--- config.mk ---
export PLATFORM = sky130hd
export DESIGN_NAME = regbank_sequencer
export DESIGN_NICKNAME = d
export VERILOG_FILES = /design/src/rtl/regbank_seq_pkg.sv /design/src/rtl/regbank_seq_alu.sv /design/src/rtl/regbank_sequencer.sv
export SDC_FILE = /design/constraint.sdc
export NUM_CORES = 1
export LEC_CHECK = 0
export ABC_AREA = 0
export ABC_CLOCK_PERIOD_IN_PS = 2710
export BUFFER_PORTS_ARGS = -buffer_cell sky130_fd_sc_hd__clkbuf_2
export CAP_MARGIN = 20
export CORE_AREA = 4 4 78 80
export CTS_CLUSTER_DIAMETER = 80
export DETAILED_ROUTE_END_ITERATION = 10
export DIE_AREA = 0 0 82 84
export PLACE_DENSITY = 0.77
export SLEW_MARGIN = 0
export SYNTH_ARGS = -nofsm -noshare
export SYNTH_HDL_FRONTEND = slang
export SYNTH_SLANG_ARGS = --single-unit
--- constraint.sdc ---
create_clock -name clk -period 2.71 [get_ports clk]
set_input_delay 0 -clock clk [delete_from_list [all_inputs] [get_ports clk]]
set_output_delay 0 -clock clk [all_outputs]
set_load 0.005 [all_outputs]
--- src/rtl/regbank_seq_pkg.sv ---
// Shared types and default widths for the register-bank command sequencer.
package regbank_seq_pkg;

    localparam int unsigned DATA_W_DEF = 8;
    localparam int unsigned ADDR_W_DEF = 3;

    typedef enum logic [2:0] {
        OpLdi = 3'b000,
        OpMov = 3'b001,
        OpAdd = 3'b010,
        OpSub = 3'b011,
        OpAnd = 3'b100,
        OpOr  = 3'b101,
        OpRd  = 3'b110,
        OpClr = 3'b111
    } op_e;

    typedef enum logic [1:0] {
        StIdle  = 2'b00,
        StExec  = 2'b01,
        StWrite = 2'b10,
        StClear = 2'b11
    } state_e;

endpackage

--- src/rtl/regbank_seq_alu.sv ---
// Combinational result unit: maps opcode and operands to the value written back or returned.
module regbank_seq_alu
    import regbank_seq_pkg::*;
#(
    parameter int unsigned DATA_W = DATA_W_DEF
) (
    input  op_e               op,
    input  logic [DATA_W-1:0] a,
    input  logic [DATA_W-1:0] b,
    input  logic [DATA_W-1:0] imm,
    output logic [DATA_W-1:0] result
);

    always_comb begin
        result = '0;
        unique case (op)
            OpLdi:        result = imm;
            OpMov, OpRd:  result = a;
            OpAdd:        result = a + b;
            OpSub:        result = a - b;
            OpAnd:        result = a & b;
            OpOr:         result = a | b;
            OpClr:        result = '0;
        endcase
    end

endmodule

--- src/rtl/regbank_sequencer.sv ---
// Command sequencer owning the register bank ports: read, compute, write back or respond,
// plus a bulk clear sweep of X1..X(N-1).
module regbank_sequencer
    import regbank_seq_pkg::*;
#(
    parameter int unsigned DATA_W = DATA_W_DEF,
    parameter int unsigned ADDR_W = ADDR_W_DEF
) (
    input  logic              clk,
    input  logic              rst,
    input  logic              cmd_valid,
    output logic              cmd_ready,
    input  logic [2:0]        cmd_op,
    input  logic [ADDR_W-1:0] cmd_rd,
    input  logic [ADDR_W-1:0] cmd_rs1,
    input  logic [ADDR_W-1:0] cmd_rs2,
    input  logic [DATA_W-1:0] cmd_imm,
    output logic              rf_write_enable,
    output logic [ADDR_W-1:0] rf_write_addr,
    output logic [DATA_W-1:0] rf_write_data,
    output logic [ADDR_W-1:0] rf_reg_addr_1,
    output logic [ADDR_W-1:0] rf_reg_addr_2,
    input  logic [DATA_W-1:0] rf_reg_data_1,
    input  logic [DATA_W-1:0] rf_reg_data_2,
    output logic              rsp_valid,
    output logic [DATA_W-1:0] rsp_data,
    output logic              op_done
);

    localparam int unsigned NUM_REGS = 2 ** ADDR_W;
    localparam logic [ADDR_W-1:0] LAST_ADDR  = ADDR_W'(NUM_REGS - 1);
    localparam logic [ADDR_W-1:0] FIRST_ADDR = ADDR_W'(1);

    state_e            state_q;
    op_e               op_q;
    logic [ADDR_W-1:0] rd_q;
    logic [DATA_W-1:0] imm_q;
    logic [DATA_W-1:0] alu_result;

    regbank_seq_alu #(
        .DATA_W (DATA_W)
    ) u_alu (
        .op     (op_q),
        .a      (rf_reg_data_1),
        .b      (rf_reg_data_2),
        .imm    (imm_q),
        .result (alu_result)
    );

    always_ff @(posedge clk) begin
        if (!rst) begin
            state_q         <= StIdle;
            op_q            <= OpLdi;
            rd_q            <= '0;
            imm_q           <= '0;
            cmd_ready       <= 1'b1;
            rf_write_enable <= 1'b0;
            rf_write_addr   <= '0;
            rf_write_data   <= '0;
            rf_reg_addr_1   <= '0;
            rf_reg_addr_2   <= '0;
            rsp_valid       <= 1'b0;
            rsp_data        <= '0;
            op_done         <= 1'b0;
        end else begin
            unique case (state_q)
                StIdle: begin
                    if (cmd_valid) begin
                        op_q          <= op_e'(cmd_op);
                        rd_q          <= cmd_rd;
                        imm_q         <= cmd_imm;
                        rf_reg_addr_1 <= cmd_rs1;
                        rf_reg_addr_2 <= cmd_rs2;
                        cmd_ready     <= 1'b0;
                        if (op_e'(cmd_op) == OpClr) begin
                            // The sweep's first write is issued straight from the handshake.
                            state_q         <= StClear;
                            rf_write_enable <= 1'b1;
                            rf_write_addr   <= FIRST_ADDR;
                            rf_write_data   <= '0;
                            op_done         <= (FIRST_ADDR == LAST_ADDR);
                        end else begin
                            state_q <= StExec;
                        end
                    end
                end
                StExec: begin
                    state_q <= StWrite;
                    op_done <= 1'b1;
                    if (op_q == OpRd) begin
                        rsp_valid <= 1'b1;
                        rsp_data  <= alu_result;
                    end else begin
                        rf_write_enable <= (rd_q != '0);
                        rf_write_addr   <= rd_q;
                        rf_write_data   <= alu_result;
                    end
                end
                StWrite: begin
                    state_q         <= StIdle;
                    cmd_ready       <= 1'b1;
                    rf_write_enable <= 1'b0;
                    rf_write_addr   <= '0;
                    rf_write_data   <= '0;
                    rsp_valid       <= 1'b0;
                    op_done         <= 1'b0;
                end
                StClear: begin
                    if (rf_write_addr == LAST_ADDR) begin
                        state_q         <= StIdle;
                        cmd_ready       <= 1'b1;
                        rf_write_enable <= 1'b0;
                        rf_write_addr   <= '0;
                        op_done         <= 1'b0;
                    end else begin
                        rf_write_addr <= rf_write_addr + FIRST_ADDR;
                        op_done       <= ((rf_write_addr + FIRST_ADDR) == LAST_ADDR);
                    end
                end
                default: state_q <= StIdle;
            endcase
        end
    end

endmodule
Word-level counts from Yosys, hierarchy flattened

Cells that the tools add are included.

Bits in registers: 45
Input port bits: 39
Output and inout bits: 29
Word-level logic and storage cells: 80

$add $sub $neg: 3
Eq/ne operators: 18
Muxes and demuxes: 28
Bitwise logic cells: 2
Reductions and logical operators: 16

Operator list:

| cell                  | number |
|---|---|
| $pmux W8 S7           | 1 |
| $mux W8               | 3 |
| $pmux W8 S3           | 1 |
| $eq A3 B3 Y1 const B  | 7 |
| $mux W3               | 4 |
| $pmux W3 S4           | 1 |
| $mux W1               | 10 |
| $ne A2 B2 Y1 const B  | 5 |
| $reduce_and A2 Y1     | 5 |
| $reduce_bool A3 Y1    | 3 |
| $add A8 B8 Y8         | 1 |
| $and A8 B8 Y8         | 1 |
| $or A8 B8 Y8          | 1 |
| $pmux W1 S4           | 2 |
| $pmux W2 S4           | 1 |
| $reduce_and A4 Y1     | 2 |
| $sub A8 B8 Y8         | 1 |
| $eq A3 B2 Y1 const B  | 2 |
| $mux W2               | 3 |
| $reduce_and A3 Y1     | 2 |
| $eq A2 B2 Y1 const B  | 2 |
| $add A3 B1 Y3 const B | 1 |
| $eq A3 B1 Y1 const B  | 1 |
| $logic_not A3 Y1      | 1 |
| other kinds (6)       | 6 |

Longest topological paths before layout

Gate-level depths: netlist of run 1.

Depth in word-level cells: 5
Gate-level depth with buffers: 10
Mapped depth without buffers: 10

By module

A second synthesis of run 1 with hierarchy kept.

Cell total of the unflattened synthesis: 328
Area total of the unflattened synthesis: 2742.6 µm²

By module, submodules not included:

| module            | times used | cells each | area an instance (µm²) | seq. area each (µm²) |
|---|---|---|---|---|
| regbank_sequencer | 1          | 207        | 1894.3                 | 900.9 |
| regbank_seq_alu   | 1          | 121        | 848.3                  | 0.0 |

Worst setup path after synthesis of run 1

OpenSTA, ideal clock, no wires.

Path type: register to register
Start: register op_q[0]
End: register rf_write_data[4]
Library setup time: 0.128 ns
Arrival time: 2.027 ns
Data required time: 2.582 ns
Slack: 0.555 ns
Cell stages (with the launch flop): 10
Buffers on the path: 1
Period minus slack after synthesis: 2.155 ns
Path through: dfxtp_1 and3b_1 buf_2 mux2i_1 fa_1 a21oi_1 o21bai_1 o32a_1 a32oi_1 nor2_1

Longest elaborated chain between the ends: 5
Elaborated cells on any way between the ends: 14
Those cells by class: eq/ne: 8; mux: 3; reduce/logical: 3

RTL lines:

| element                                             | RTL line                                       | source |
|---|---|---|
| from (decl)                                         | regbank_sequencer.sv:35                        | `op_e op_q;` |
| from (signal assigned)                              | regbank_sequencer.sv:53                        | `op_q <= OpLdi;` |
| from (signal assigned)                              | regbank_sequencer.sv:69                        | `op_q <= op_e'(cmd_op);` |
| $eq A3 B3 Y1 / $eq A3 B1 Y1 (equally long branches) | regbank_seq_alu.sv:16, regbank_sequencer.sv:90 |  |
| $reduce_or A2 Y1                                    | regbank_seq_alu.sv:16                          | `unique case (op)` |
| $pmux W8 S7                                         | regbank_seq_alu.sv:16                          |  |
| $mux W8                                             | regbank_sequencer.sv:90                        | `if (op_q == OpRd) begin` |
| $pmux W8 S3                                         | regbank_sequencer.sv:66                        | `unique case (state_q)` |
| to (signal assigned)                                | regbank_sequencer.sv:96                        | `rf_write_data <= alu_result;` |
| to (decl)                                           | regbank_sequencer.sv:20                        | `output logic [DATA_W-1:0] rf_write_data,` |

Several ways; a longest one is shown, not always the timed one. The select of a mux whose other input is x is not followed.
A chain may end at the register's enable or synchronous reset.

Worst setup path in the final report of run 1

Start: register op_q[2]
End: register rf_write_data[4]

Same word-level chain as after synthesis.

==> flow_summary_export.csv, run 1 <==
group,metric,value,unit
global_routing,antenna_found_initial,0,
detailed_routing,drt-pass1-iter-count,5,
yosys,synth-xor-area-share,2.99,%
yosys,syn_area,2630,um^2
global_routing,gr-total-overflow,0,
worst_setup_path,r2r-start,"op_q[2]",
finish,ff_latch_area,901,um^2
finish,area_growth,26.2,%
yosys,synthAdderAreaFrac,6.94,%
worst_setup_path,r2r_setup_slack,0.31,ns
clock_tree,cts_resized,0,
detailed_routing,drc,0,
sta,finClkSkew,0.00769,ns
worst_setup_path,max_stage_delay,0.45,ns
outcome,status,"finished, final reports clean",
worst_setup_path,path_delay_family,"compound AO/OA/AOI/OAI gates",
sta,worst_pin_slew,0.773,ns
power_and_ir_drop,power_switching,0.000516,W
finish,final_cell_mix,"clkbuf_2, nand2_1, a21oi_1",
clock_tree,cts.path.max_buffers,2,
power_and_ir_drop,p_per_area,477,nW/um^2
power_and_ir_drop,p_seq_share,46.3,%
power_and_ir_drop,internal_power,0.00107,W
die,start_util,48.7,%
finish,final_common_cell,"clkbuf_2",
power_and_ir_drop,leakage,1.41,nW
yosys,synth_edf_count,0,
yosys,yosys-top-cells-area,"dfxtp_1, a21oi_1, nand2_1",
worst_setup_path,startpoint_type,"flip-flop",
finish,final_cell_count_no_fill,488,
yosys,avgSynthCellArea,7.98,um^2
worst_setup_path,crit_chain,"and3b_1, mux2i_1, fa_1, a21oi_1, o21bai_1, o32a_1, a32oi_1, nor2_1",
finish,multi_input_area,1590,um^2
finish,nNetsFinal,468,
placement,placed_cells,458,
power_and_ir_drop,p_comb_share,27.6,%
die,die_width,82,um
global_routing,grt_max_degree,32,
global_routing,grt_usage,23.7,%
die,die-area,6890,um^2
global_routing,grt_pass1_vias,2763,
worst_setup_path,reg2reg_depth,8,
power_and_ir_drop,ir_drop,0.343,mV
power_and_ir_drop,p_clk_share,26.1,%
worst_setup_path,end_kind,"flip-flop",
finish,fillers,502,
detailed_routing,dr_total_vias,2757,
die,core,5410,um^2
clock_tree,cts_setup_buffers,0,
detailed_routing,detail_route.vias_per_cell,5.65,
worst_setup_path,required,2.90,ns
worst_setup_path,critPathArrivalTime,2.59,ns
yosys,yosysTopAreaCellShare,34.2,%
flow_run,cap_violations,0,
yosys,synth_warnings,0,
yosys,syn_inst,330,
clock_tree,insertion_delay,0.31,ns
finish,drive_gt1_share,22.4,%
yosys,synthSimpleGateAreaFrac,21.5,%
yosys,yosysSeqAreaShare,34.2,%
sta,tns,0,ns
detailed_routing,drt_iter0_drc,274,
clock_tree,cts_tree,"yes",
yosys,async_flop_share,0,%
detailed_routing,antenna_left,0,
clock_tree,clk_pin_slew,0.09,ns
yosys,synth_top_family_by_area,"compound AO/OA/AOI/OAI gates",
clock_tree,cts-root-buf,"clkbuf_8",
worst_setup_path,crit_end,"rf_write_data[4]",
yosys,ys_ff_latch,45,
placement,post-dp-hpwl,5.48,mm
die,num_rows,27,
yosys,syn_nets,383,
clock_tree,cts.sinks,45,
die,fp.dieH,84,um
worst_setup_path,crit_cells,8,
clock_tree,htreeDepth,2,
placement,place_congestion,0.934,
global_routing,grt_first_pass_wirelength,12.9,mm
sta,fmax,416,MHz
sta,setup_viol,0,
yosys,yosysTopAreaCell,"dfxtp_1",
power_and_ir_drop,swShare,32.6,%
detailed_routing,drt_wl_total,7.72,mm
yosys,dominantRegCellSynth,"dfxtp_1",
yosys,synth_compound_area_share,25.7,%
clock_tree,numCtsBuffers,5,
placement,io_buffer_count,67,
sta,slew_headroom,48.5,%
worst_setup_path,critical-path-slowest-cell,"fa_1",
worst_setup_path,critical_path_class,"flip-flop to flip-flop",
sta,slew_violations,0,
sta,timing.final.hold_violations,0,
detailed_routing,wire_per_inst,15.8,um
yosys,synth.area.mux_share,3.23,%
finish,diodes,0,
worst_setup_path,startpoint,"op_q[2]",
worst_setup_path,path_buf_inv,0,
worst_setup_path,r2r-end,"rf_write_data[4]",
hold_path,hold_class,"input pin to flip-flop",
sta,fin_crit_sh,88.7,%
die,ioPinCount,68,
yosys,synth.distinct_cells,57,
sta,period_minus_slack,2.40,ns
sta,rsz0062_at_grt,"no",
worst_setup_path,worst-path-max-fanout,7,
sequential cells by signal, summed over array words and instances (netlist names), 2 cells and up:
register	flops
imm_q	8
rf_write_data	8
rsp_data	8
op_q	3
rd_q	3
rf_reg_addr_1	3
rf_reg_addr_2	3
rf_write_addr	3
state_q	2
repair_timing:
action | 4_1_cts | 5_1_grt
hold buffers | 22 | 0
endpoints found under the hold margin | 22 | 0
setup endpoints to repair | 0 | 0
final cells by class:
class                      instances  area share [%]
inverter                          15            1.69
multi-input combinational        253            47.8
clock inverter                     3           0.527
sequential                        45            27.1
tap                               72            2.71
clock buffer                       5            2.07
timing repair buffer              95            18.1
kinds of logic after synthesis:
family,count (synthesis)
compound gates,103
flops,45
buf+inv,32
xor+xnor,9
fa+ha+maj,14
simple gates,120
mux,7
stage by stage:
step | hold slack (ns) | setup WS, ns | utilization, % | cell area, um^2 | power [W]
6_report | 0.127 | 0.307 | 61.5 | 3320 | 0.00158
3_5_place_dp | 0.230 | 0.389 | 55.8 | 3020 | 0.00115
2_1_floorplan | 0.0762 | 0.555 | - | 2630 | 0.00102
5_1_grt | 0.142 | 0.191 | 61.5 | 3320 | 0.00166
3_3_place_gp | 0.222 | 0.499 | 55.8 | 3020 | 0.00114
4_1_cts | 0.114 | 0.382 | 61.5 | 3320 | 0.00158
worst min-delay path by stage:
stage / cells after the start / slack, ns / from / end
2_1_floorplan: 1 / 0.08 / rst / cmd_ready
3_3_place_gp: 3 / 0.22 / cmd_rs1[0] / rf_reg_addr_1[0]
3_5_place_dp: 3 / 0.23 / cmd_rs2[1] / rf_reg_addr_2[1]
4_1_cts: 3 / 0.11 / rf_reg_data_1[7] / rf_write_data[7]
5_1_grt: 3 / 0.14 / rf_reg_data_1[7] / rf_write_data[7]
6_report: 3 / 0.13 / rf_reg_data_1[7] / rf_write_data[7]
routing by layer:
metal  wire, um  track usage, %  up-vias
met5          0               0        -
met4        189            7.85        0
met3        703            4.64       18
met2       3680            39.5      136
met1       3150            30.0     1261
li1           -               -     1342
cells in the mapped netlist, types with 2 or more instances:
cell type  count
a211oi_1       3
a21o_1         4
a21oi_1       46
a221o_1        4
a221oi_1       2
a22oi_1        5
a31oi_1        5
a32oi_1        6
and3_1         3
buf_2          4
buf_6          2
clkbuf_1       9
dfxtp_1       45
ha_1          13
inv_1         14
mux2_2         2
mux2i_1        4
nand2_1       57
nand2b_1       7
nand3_1        6
nand3b_1       3
nor2_1        22
nor2_2         3
nor2b_1        3
nor3_1         6
o211ai_1       4
o21ai_0       11
xnor2_1        8
worst register-to-register path, delay by kind of cell, from the launching register on:
kind	cells	cell delay [ns]
multiplexers	1	0.18
adder cells (fa/ha/maj)	1	0.45
AO/OA/AOI/OAI	4	0.90
AND/OR/NAND/NOR	2	0.43
flip-flops	1	0.31
power by group through the flow:
stage	registers [W]	clock network [W]	logic [W]
floorplan	0.000738	0	0.000280
CTS	0.000732	0.000417	0.000429
global route	0.000738	0.000441	0.000483
finish	0.000733	0.000414	0.000436
global placement	0.000746	0	0.000399
detailed placement	0.000747	0	0.000403
No activity file was read; power rests on OpenSTA's default activity.
==> run 2: changes to the inputs <==
- RECOVER_POWER: not set -> 50
==> run 2 against run 1 <==
  * Via count is 0.73% higher
  * Largest power group unchanged
  * Count of clock-buffer cells in the layout stayed put
  * Worst setup slack better by 0.0032 ns
  * Flip-flop and latch count stayed put
  * Maximum frequency is 0.13% higher
  * Hold slack worse by 0.0030 ns
  * Core utilization is 0.67 points lower
==> flow_summary_export.csv, run 2 (synthesis gave the netlist of run 1 again) <==
group,metric,value,unit
sta,fin_crit_sh,88.5,%
clock_tree,cts-root-buf,"clkbuf_8",
die,die-area,6890,um^2
die,num_rows,27,
worst_setup_path,critical_path_class,"flip-flop to flip-flop",
flow_run,cap_violations,0,
power_and_ir_drop,p_total,0.00158,W
power_and_ir_drop,p_per_area,481,nW/um^2
worst_setup_path,critPathArrivalTime,2.55,ns
finish,multi_input_area,1580,um^2
global_routing,grt_max_degree,32,
global_routing,grt_usage,23.7,%
worst_setup_path,end_kind,"flip-flop",
clock_tree,cts_setup_buffers,0,
sta,setup_viol,0,
sta,finClkSkew,0.00885,ns
global_routing,grt_first_pass_wirelength,12.9,mm
finish,final_cell_mix,"nand2_1, clkbuf_2, a21oi_1",
die,fp.dieH,84,um
finish,fillers,512,
clock_tree,cts.sinks,45,
power_and_ir_drop,ir_drop,0.343,mV
detailed_routing,antenna_left,0,
placement,placed_cell_area,3020,um^2
worst_setup_path,required,2.86,ns
detailed_routing,detail_route.vias_per_cell,5.69,
clock_tree,htreeDepth,2,
sta,rsz0062_at_grt,"no",
finish,area_growth,24.8,%
finish,final_common_cell,"nand2_1",
detailed_routing,drt_iter0_drc,264,
sta,hold_slack,0.124,ns
placement,placed_cells,458,
die,core,5410,um^2
detailed_routing,drt_wl_total,7.76,mm
die,start_util,48.7,%
finish,nNetsFinal,468,
detailed_routing,dr_total_vias,2777,
clock_tree,clk_pin_slew,0.09,ns
finish,drive_gt1_share,16.8,%
finish,stdcell_area,3290,um^2
clock_tree,insertion_delay,0.31,ns
hold_path,hold_class,"input pin to flip-flop",
sta,period_minus_slack,2.40,ns
clock_tree,numCtsBuffers,5,
global_routing,grt_pass1_vias,2763,
power_and_ir_drop,leakage,1.34,nW
sta,tns,0,ns
clock_tree,cts.path.max_buffers,2,
sta,fmax,417,MHz
worst_setup_path,worst-path-max-fanout,7,
finish,top_regs,"imm_q: 8 flops, rf_write_data: 8 flops, rsp_data: 8 flops",
global_routing,gr-total-overflow,0,
detailed_routing,wire_per_inst,15.9,um
outcome,status,"finished, final reports clean",
sta,slew_violations,0,
placement,post-dp-hpwl,5.48,mm
sta,slew_headroom,7.01,%
finish,ff_latch_area,901,um^2
die,die_width,82,um
finish,final_cell_count_no_fill,488,
detailed_routing,drc,0,
finish,diodes,0,
sta,worst_pin_slew,1.39,ns
detailed_routing,drt-pass1-iter-count,5,
placement,place_congestion,0.934,
worst_setup_path,startpoint_type,"flip-flop",
placement,io_buffer_count,67,
global_routing,antenna_found_initial,0,
sta,timing.final.hold_violations,0,
die,ioPinCount,68,
clock_tree,cts_tree,"yes",
[run 2: cell types whose count changed in the layout (fill, tap and decap cells not counted)]
cell,change
clkbuf_2,-20
buf_4,-1
nand3_1,+1
clkbuf_1,+21
nor2_1,+1
nand3_2,-1
nor2_2,-1
[run 2: path summary, 6_finish.rpt]
check | from | to | slack, ns | depth (start not counted)
worst min-delay path | rf_reg_data_1[7] | rf_write_data[7] | 0.12 | 3
worst max register to register | op_q[2] | rf_write_data[4] | 0.31 | 8
worst min register to register | rd_q[0] | rd_q[0] | 0.45 | 2
worst max-delay path | op_q[2] | rf_write_data[4] | 0.31 | 8
[run 2: power by group]
part           switching (W)  total (W)  internal, W
sequential         0.0000335   0.000733     0.000700
combinational       0.000247   0.000432     0.000185
clock               0.000235   0.000414     0.000178
total               0.000516    0.00158      0.00106
[run 2: cell type report]
type                       count  area share [%]
inverter                      15            1.71
timing repair buffer          95            17.4
multi-input combinational    253            48.1
clock inverter                 3           0.533
clock buffer                   5            2.09
tap                           72            2.74
sequential                    45            27.4
[run 2: through the flow]
step                setup slack (ns)  utilization [%]
floorplan                      0.555                -
finish                         0.311             60.8
global route                   0.137             60.8
CTS                            0.382             61.5
global placement               0.499             55.8
detailed placement             0.389             55.8
[run 2: timing repair]
item	in CTS	in global routing
hold buffers	22	0
endpoints found under the hold margin	22	0
endpoints found under the setup margin	0	0
resized for setup	0	0
[run 2: critical path, cell delays in order (launching register included)]
cell and delay (ns):
dfxtp_1 0.32, and3b_1 0.35, mux2i_1 0.18, fa_1 0.45, a21oi_1 0.24, o21bai_1 0.11, o32a_1 0.32, a32oi_1 0.22
nor2_1 0.05
[run 2: per-layer routing]
metal	global-route usage [%]	vias to the layer above	share of wire, %
met5	0	-	0
met4	7.85	0	2.7
met3	4.64	20	7.7
met2	39.5	131	48
met1	30.0	1287	42
li1	-	1339	-
